==> src/rtl/seg7_scan_ctrl_if.sv <==
// Display bus for seg7_scan_ctrl: hex sources and display options in,
// digit selects, segment lines and scan index out.
interface seg7_scan_ctrl_if #(
   parameter int NDIG = 6
);
   localparam int IW = (NDIG > 1) ? $clog2(NDIG) : 1;

   logic                src_sel;
   logic [4*NDIG-1:0]   dat_a;
   logic [4*NDIG-1:0]   dat_b;
   logic [NDIG-1:0]     dp_in;
   logic                blank_lz;
   logic [NDIG-1:0]     blink_en;
   logic [NDIG-1:0]     dig;
   logic [7:0]          seg;
   logic [IW-1:0]       dig_idx;

   modport master (
      output src_sel, dat_a, dat_b, dp_in, blank_lz, blink_en,
      input  dig, seg, dig_idx
   );

   modport slave (
      input  src_sel, dat_a, dat_b, dp_in, blank_lz, blink_en,
      output dig, seg, dig_idx
   );
endinterface

==> src/rtl/seg7_scan_ctrl.sv <==
// Multiplexed NDIG-digit 7-segment scanner with frame-coherent snapshots,
// leading-zero blanking, per-digit blink and anti-ghost dead time.
module seg7_scan_ctrl #(
   parameter int NDIG        = 6,
   parameter int TICK_DIV    = 25000,
   parameter int DEAD_CYC    = 64,
   parameter int BLINK_TICKS = 500,
   parameter int DIG_ACT_LOW = 1,
   parameter int SEG_ACT_LOW = 1
) (
   input logic              clk50M,
   input logic              rst,
   seg7_scan_ctrl_if.slave  bus
);
   localparam int IW = (NDIG > 1) ? $clog2(NDIG) : 1;
   localparam int CW = $clog2(TICK_DIV);
   localparam int BW = (BLINK_TICKS > 1) ? $clog2(BLINK_TICKS) : 1;
   localparam int DN = 1 << IW;
   localparam logic DL = (DIG_ACT_LOW != 0);
   localparam logic SL = (SEG_ACT_LOW != 0);

   logic [CW-1:0]      cnt;
   logic [IW-1:0]      idx;
   logic [BW-1:0]      bcnt;
   logic               bph;
   logic               rst_q;
   logic [4*NDIG-1:0]  snap_d;
   logic [NDIG-1:0]    snap_dp;
   logic               snap_lz;
   logic [NDIG-1:0]    snap_bl;
   logic [NDIG-1:0]    dig_q;
   logic [7:0]         seg_q;

   logic               tick;
   logic               last;
   logic               bwrap;
   logic               fs;
   logic               dead;
   logic [4*DN-1:0]    dpad;
   logic [DN-1:0]      dpv;
   logic [DN-1:0]      blv;
   logic [DN-1:0]      zab;
   logic [3:0]         nib;
   logic               lz;
   logic               bk;
   logic [NDIG-1:0]    dig_n;
   logic [7:0]         seg_n;

   function automatic logic [6:0] font(input logic [3:0] n);
      unique case (n)
         4'h0: font = 7'h7E;
         4'h1: font = 7'h30;
         4'h2: font = 7'h6D;
         4'h3: font = 7'h79;
         4'h4: font = 7'h33;
         4'h5: font = 7'h5B;
         4'h6: font = 7'h5F;
         4'h7: font = 7'h70;
         4'h8: font = 7'h7F;
         4'h9: font = 7'h7B;
         4'hA: font = 7'h77;
         4'hB: font = 7'h1F;
         4'hC: font = 7'h4E;
         4'hD: font = 7'h3D;
         4'hE: font = 7'h4F;
         4'hF: font = 7'h47;
      endcase
   endfunction

   assign tick  = (cnt == CW'(TICK_DIV - 1));
   assign last  = (idx == IW'(NDIG - 1));
   assign bwrap = (bcnt == BW'(BLINK_TICKS - 1));
   assign fs    = (rst_q && !rst) || (tick && last);

   generate
      if (DEAD_CYC == 0) begin : g_nodead
         assign dead = 1'b0;
      end else begin : g_dead
         assign dead = (cnt < CW'(DEAD_CYC));
      end
   endgenerate

   // Pad the snapshot to a power-of-two digit count so idx never indexes out of range
   assign dpad = (4*DN)'(snap_d);
   assign dpv  = DN'(snap_dp);
   assign blv  = DN'(snap_bl);
   assign nib  = dpad[{idx, 2'b00} +: 4];

   always_comb begin
      logic acc;
      acc = 1'b1;
      zab = '0;
      for (int i = DN - 1; i >= 0; i--) begin
         acc    = acc & (dpad[4*i +: 4] == 4'h0);
         zab[i] = acc;
      end
   end

   assign lz = snap_lz && (idx != '0) && zab[idx];
   assign bk = bph && blv[idx];

   always_comb begin
      dig_n = dead ? '0 : (NDIG'(1) << idx);
      seg_n = {font(nib), dpv[idx]};
      if (bk) begin
         seg_n = 8'h00;
      end else if (lz) begin
         seg_n = {7'h00, dpv[idx]};
      end
   end

   always_ff @(posedge clk50M) begin
      rst_q <= rst;
      if (rst) begin
         cnt     <= '0;
         idx     <= '0;
         bcnt    <= '0;
         bph     <= 1'b0;
         snap_d  <= '0;
         snap_dp <= '0;
         snap_lz <= 1'b0;
         snap_bl <= '0;
         dig_q   <= {NDIG{DL}};
         seg_q   <= {8{SL}};
      end else begin
         cnt <= tick ? '0 : cnt + 1'b1;
         if (tick) begin
            idx <= last ? '0 : idx + 1'b1;
            if (bwrap) begin
               bcnt <= '0;
               bph  <= ~bph;
            end else begin
               bcnt <= bcnt + 1'b1;
            end
         end
         if (fs) begin
            snap_d  <= bus.src_sel ? bus.dat_b : bus.dat_a;
            snap_dp <= bus.dp_in;
            snap_lz <= bus.blank_lz;
            snap_bl <= bus.blink_en;
         end
         dig_q <= dig_n ^ {NDIG{DL}};
         seg_q <= seg_n ^ {8{SL}};
      end
   end

   assign bus.dig     = dig_q;
   assign bus.seg     = seg_q;
   assign bus.dig_idx = idx;
endmodule
==> src/flat_wrapper.sv <==
// flat-port wrapper written by rule: the top's interface ports become plain ports
module seg7_scan_ctrl_flat 
#(
   parameter int NDIG        = 6,
   parameter int TICK_DIV    = 25000,
   parameter int DEAD_CYC    = 64,
   parameter int BLINK_TICKS = 500,
   parameter int DIG_ACT_LOW = 1,
   parameter int SEG_ACT_LOW = 1
)
  (clk50M, rst, bus_src_sel, bus_dat_a, bus_dat_b, bus_dp_in, bus_blank_lz, bus_blink_en, bus_dig, bus_seg, bus_dig_idx);
  seg7_scan_ctrl_if #(.NDIG(NDIG)) bus_i ();
  input logic clk50M;
  input logic rst;
  input wire logic [$bits(bus_i.src_sel)-1:0] bus_src_sel;
  input wire logic [$bits(bus_i.dat_a)-1:0] bus_dat_a;
  input wire logic [$bits(bus_i.dat_b)-1:0] bus_dat_b;
  input wire logic [$bits(bus_i.dp_in)-1:0] bus_dp_in;
  input wire logic [$bits(bus_i.blank_lz)-1:0] bus_blank_lz;
  input wire logic [$bits(bus_i.blink_en)-1:0] bus_blink_en;
  output wire logic [$bits(bus_i.dig)-1:0] bus_dig;
  output wire logic [$bits(bus_i.seg)-1:0] bus_seg;
  output wire logic [$bits(bus_i.dig_idx)-1:0] bus_dig_idx;
  assign bus_i.src_sel = bus_src_sel;
  assign bus_i.dat_a = bus_dat_a;
  assign bus_i.dat_b = bus_dat_b;
  assign bus_i.dp_in = bus_dp_in;
  assign bus_i.blank_lz = bus_blank_lz;
  assign bus_i.blink_en = bus_blink_en;
  assign bus_dig = bus_i.dig;
  assign bus_seg = bus_i.seg;
  assign bus_dig_idx = bus_i.dig_idx;
  seg7_scan_ctrl #(.NDIG(NDIG), .TICK_DIV(TICK_DIV), .DEAD_CYC(DEAD_CYC), .BLINK_TICKS(BLINK_TICKS), .DIG_ACT_LOW(DIG_ACT_LOW), .SEG_ACT_LOW(SEG_ACT_LOW)) u_core (.clk50M(clk50M), .rst(rst), .bus(bus_i));
endmodule
==> config.mk <==
export PLATFORM = sky130hd
export DESIGN_NAME = seg7_scan_ctrl_flat
export DESIGN_NICKNAME = d
export VERILOG_FILES = /design/src/rtl/seg7_scan_ctrl_if.sv /design/src/rtl/seg7_scan_ctrl.sv /design/src/flat_wrapper.sv
export SDC_FILE = /design/constraint.sdc
export NUM_CORES = 1
export LEC_CHECK = 0
export CORE_AREA = 4 4 92 94
export CTS_CLUSTER_SIZE = 24
export DETAILED_ROUTE_END_ITERATION = 10
export DIE_AREA = 0 0 96 98
export DONT_BUFFER_PORTS = 1
export GPL_TIMING_DRIVEN = 0
export PLACE_DENSITY = 0.67
export SYNTH_ARGS = -nofsm -noshare
export SYNTH_HDL_FRONTEND = slang
export SYNTH_SLANG_ARGS = --single-unit
==> constraint.sdc <==
create_clock -name clk50M -period 6.8 [get_ports clk50M]
set_input_delay 0.34 -clock clk50M [delete_from_list [all_inputs] [get_ports clk50M]]
set_output_delay 0.34 -clock clk50M [all_outputs]
set_load 0.02 [all_outputs]
==> flow_summary.ini <==
[timing]
tns_ps = 0
period_needed_ps = 2930
max_freq_mhz = 341
holdWs_ps = 128
rsz0062_at_grt = no
fin_ws_ps = 3870
worst_slew_pin_slew_ps = 713
max_slew_margin_pct = 52.5
hold_violations = 0
finalSetupViolCount = 0
skew_ps = 11.3
maxSlewViolCount = 0
post-route-period-util_pct = 43.1

[synth]
synth-xor-area-share_pct = 4.88
synth_mux_area_share_pct = 12.3
synth_fa_ha_area_share_pct = 2.85
yosysWarningCount = 0
synth_ff_type = dfxtp_1
synth_top_family_by_area = simple AND/OR/NAND/NOR gates
yosysSeqAreaShare_pct = 40.6
synth_edf_count = 0
syn-cell-area_um2 = 3950
netlist_instances = 414
synth-compound-area-share_pct = 14.2
synth_cell_types = 51
syn-mean-instance-area_um2 = 9.53
synth_seq_cells = 80
synthArstFlopShare_pct = 0
yosys.area_share.simple_pct = 20.2
syn-num-nets = 487

[setup_path]
end_kind = flip-flop
cp_slowest_stage_delay_ps = 570
r2r_slack_ps = 3870
path_class = reg -> reg
reg2reg_from = u_core.bus.dig_idx[0]$_SDFFE_PP0P_
critPathLaunchType = flip-flop
crit_required_ps = 6990
crit_slowest_cell = dfxtp_1
r2r-end = u_core.bus.seg[3]$_SDFF_PP1_
path_max_fanout = 10
cp_common_cell = buf_2
cp.arrival_ps = 3120
reg2regPathDepth = 9
crit_start = u_core.bus.dig_idx[0]$_SDFFE_PP0P_
path_cells = buf_2, buf_2, a31oi_1, o21ai_0, inv_1, ha_1, mux2_2, nand2_1, o211ai_1
crit_family = buffers and inverters
crit_buf_inv = 3

[outcome]
status = finished, final reports clean

[global_routing]
grt_use_total_pct = 18.2
grt_max_degree = 14
grt_pass1_vias = 2816
antenna_found_initial = 0
overflow = 0
grt_pass1_wl_um = 13500

[clock_network]
clock_sinks = 80
clock_latency_ps = 350
cts_buffers = 9
cts_post_setup_buffers_inserted = 0
htree_levels = 3
post_cts_resized = 0
cts_tree = built
clock_path_buffers = 2
ctsRootBufferMaster = clkbuf_8
cts_hold_buf = 0
path_clk_slew_ps = 80

[floorplanning]
fp.dieW_um = 96
io_pins = 81
dieArea_um2 = 9410
start_util_pct = 51.6
rows = 32
die_y_um = 98
coreArea_um2 = 7650

[route]
drc = 0
initialDrtViolationCount = 77
drtAntennaViolNets = 0
dr.pass1.iters = 4
wl_per_cell_um = 15.6
viasPerCell = 5.48
routed_wl_um = 8290
via_count = 2919

[min_path]
min_to = u_core.snap_bl[2]$_SDFFE_PP0P_
hold_path.class = in -> reg
holdPathStages = 2
hold_path.startpoint = bus_blink_en[2]

[layout]
diodes = 0
mostFrequentLayoutCells = dfxtp_1, nand2_1, nor2_1
final_nets = 499
syn2layout_area_growth_pct = 8.28
drive_gt1_share_pct = 19.5
final_cell_area_um2 = 4270
final_common_cell = dfxtp_1

[pwr]
p_per_area_nw_per_um2 = 221
p_leak_nw = 1.53
power.total_mw = 0.945
ir_drop_mv = 0.129

[place]
dp_hpwl_um = 6240
io_buffers = 0
dpl_cell_area_um2 = 4070
gp_congestion = 0.847
dp_slack_ps = 3860

[run]
cap_violations = 0
==> cells in the mapped netlist (4+ instances only) <==
| cell | n | area share [%] |
|---|---|---|
| a211oi_2 | 23 | 7.3 |
| a21oi_1 | 18 | 2.3 |
| and3_1 | 5 | 0.79 |
| buf_2 | 5 | 0.63 |
| clkbuf_1 | 10 | 0.95 |
| dfxtp_1 | 80 | 41 |
| ha_1 | 9 | 2.9 |
| inv_1 | 6 | 0.57 |
| mux2i_1 | 34 | 8.6 |
| mux4_2 | 5 | 2.9 |
| nand2_1 | 54 | 5.1 |
| nand3_1 | 13 | 1.6 |
| nor2_1 | 38 | 3.6 |
| nor2_2 | 20 | 3.2 |
| nor3_1 | 5 | 0.63 |
| nor4_1 | 7 | 1.1 |
| o21ai_0 | 7 | 0.89 |
| or3_1 | 4 | 0.63 |
| xnor2_1 | 12 | 2.7 |
| xor2_1 | 10 | 2.2 |
==> state kept, by name, indices dropped and copies added, names as in the netlist <==
register,cells
u_core.bus.dig_idx,3
u_core.bcnt,9
u_core.snap_lz,1
u_core.snap_bl,6
u_core.cnt,15
u_core.bus.seg,8
u_core.bus.dig,6
u_core.bph,1
u_core.rst_q,1
u_core.snap_dp,6
u_core.snap_d,24
==> power by group <==
group	internal, mW	switching (mW)
combinational	0.0445	0.0552
sequential	0.488	0.0198
clock	0.169	0.168
==> cells by family (layout without fill, tap and decap cells) <==
logic type / Yosys count / in the layout
compound gates: 66 / 66
xor+xnor: 22 / 22
fa+ha+maj: 9 / 9
buf+inv: 31 / 48
flops: 80 / 80
mux: 42 / 42
simple gates: 164 / 164
==> metal layers <==
metal | vias to the layer above | share of wire [%] | global-route usage [%]
met5 | - | 0 | 0
met4 | 0 | 1.4 | 4.49
met3 | 9 | 5.8 | 6.16
met1 | 1359 | 48 | 25.5
met2 | 78 | 45 | 26.8
li1 | 1473 | - | -
==> how the worst max path moves through the flow <==
stage               cells past startpoint  slack, ps                           end
CTS                                     9       3850  u_core.bus.seg[3]$_SDFF_PP1_
global placement                        9       3870  u_core.bus.seg[3]$_SDFF_PP1_
global route                            9       3650  u_core.bus.seg[3]$_SDFF_PP1_
floorplan                               9       4370  u_core.bus.seg[3]$_SDFF_PP1_
finish                                  9       3870  u_core.bus.seg[3]$_SDFF_PP1_
detailed placement                      9       3860  u_core.bus.seg[3]$_SDFF_PP1_
==> cell type report <==
type	count	area, um^2
Fill cell	683	3370
Clock inverter	5	57.6
Tap cell	102	128
Buffer	24	170
Inverter	7	26.3
Multi-Input combinational cell	303	2150
Clock buffer	11	131
Sequential cell	80	1600
Timing Repair Buffer	1	10.0
==> per-stage QoR <==
stage | utilization [%] | cells
after floorplan | - | 414
after global placement | 53.3 | 516
after detailed placement | 53.3 | 516
after CTS | 55.7 | 532
after global routing | 55.9 | 533
final | 55.9 | 533
No activity file was read; power rests on OpenSTA's default activity.
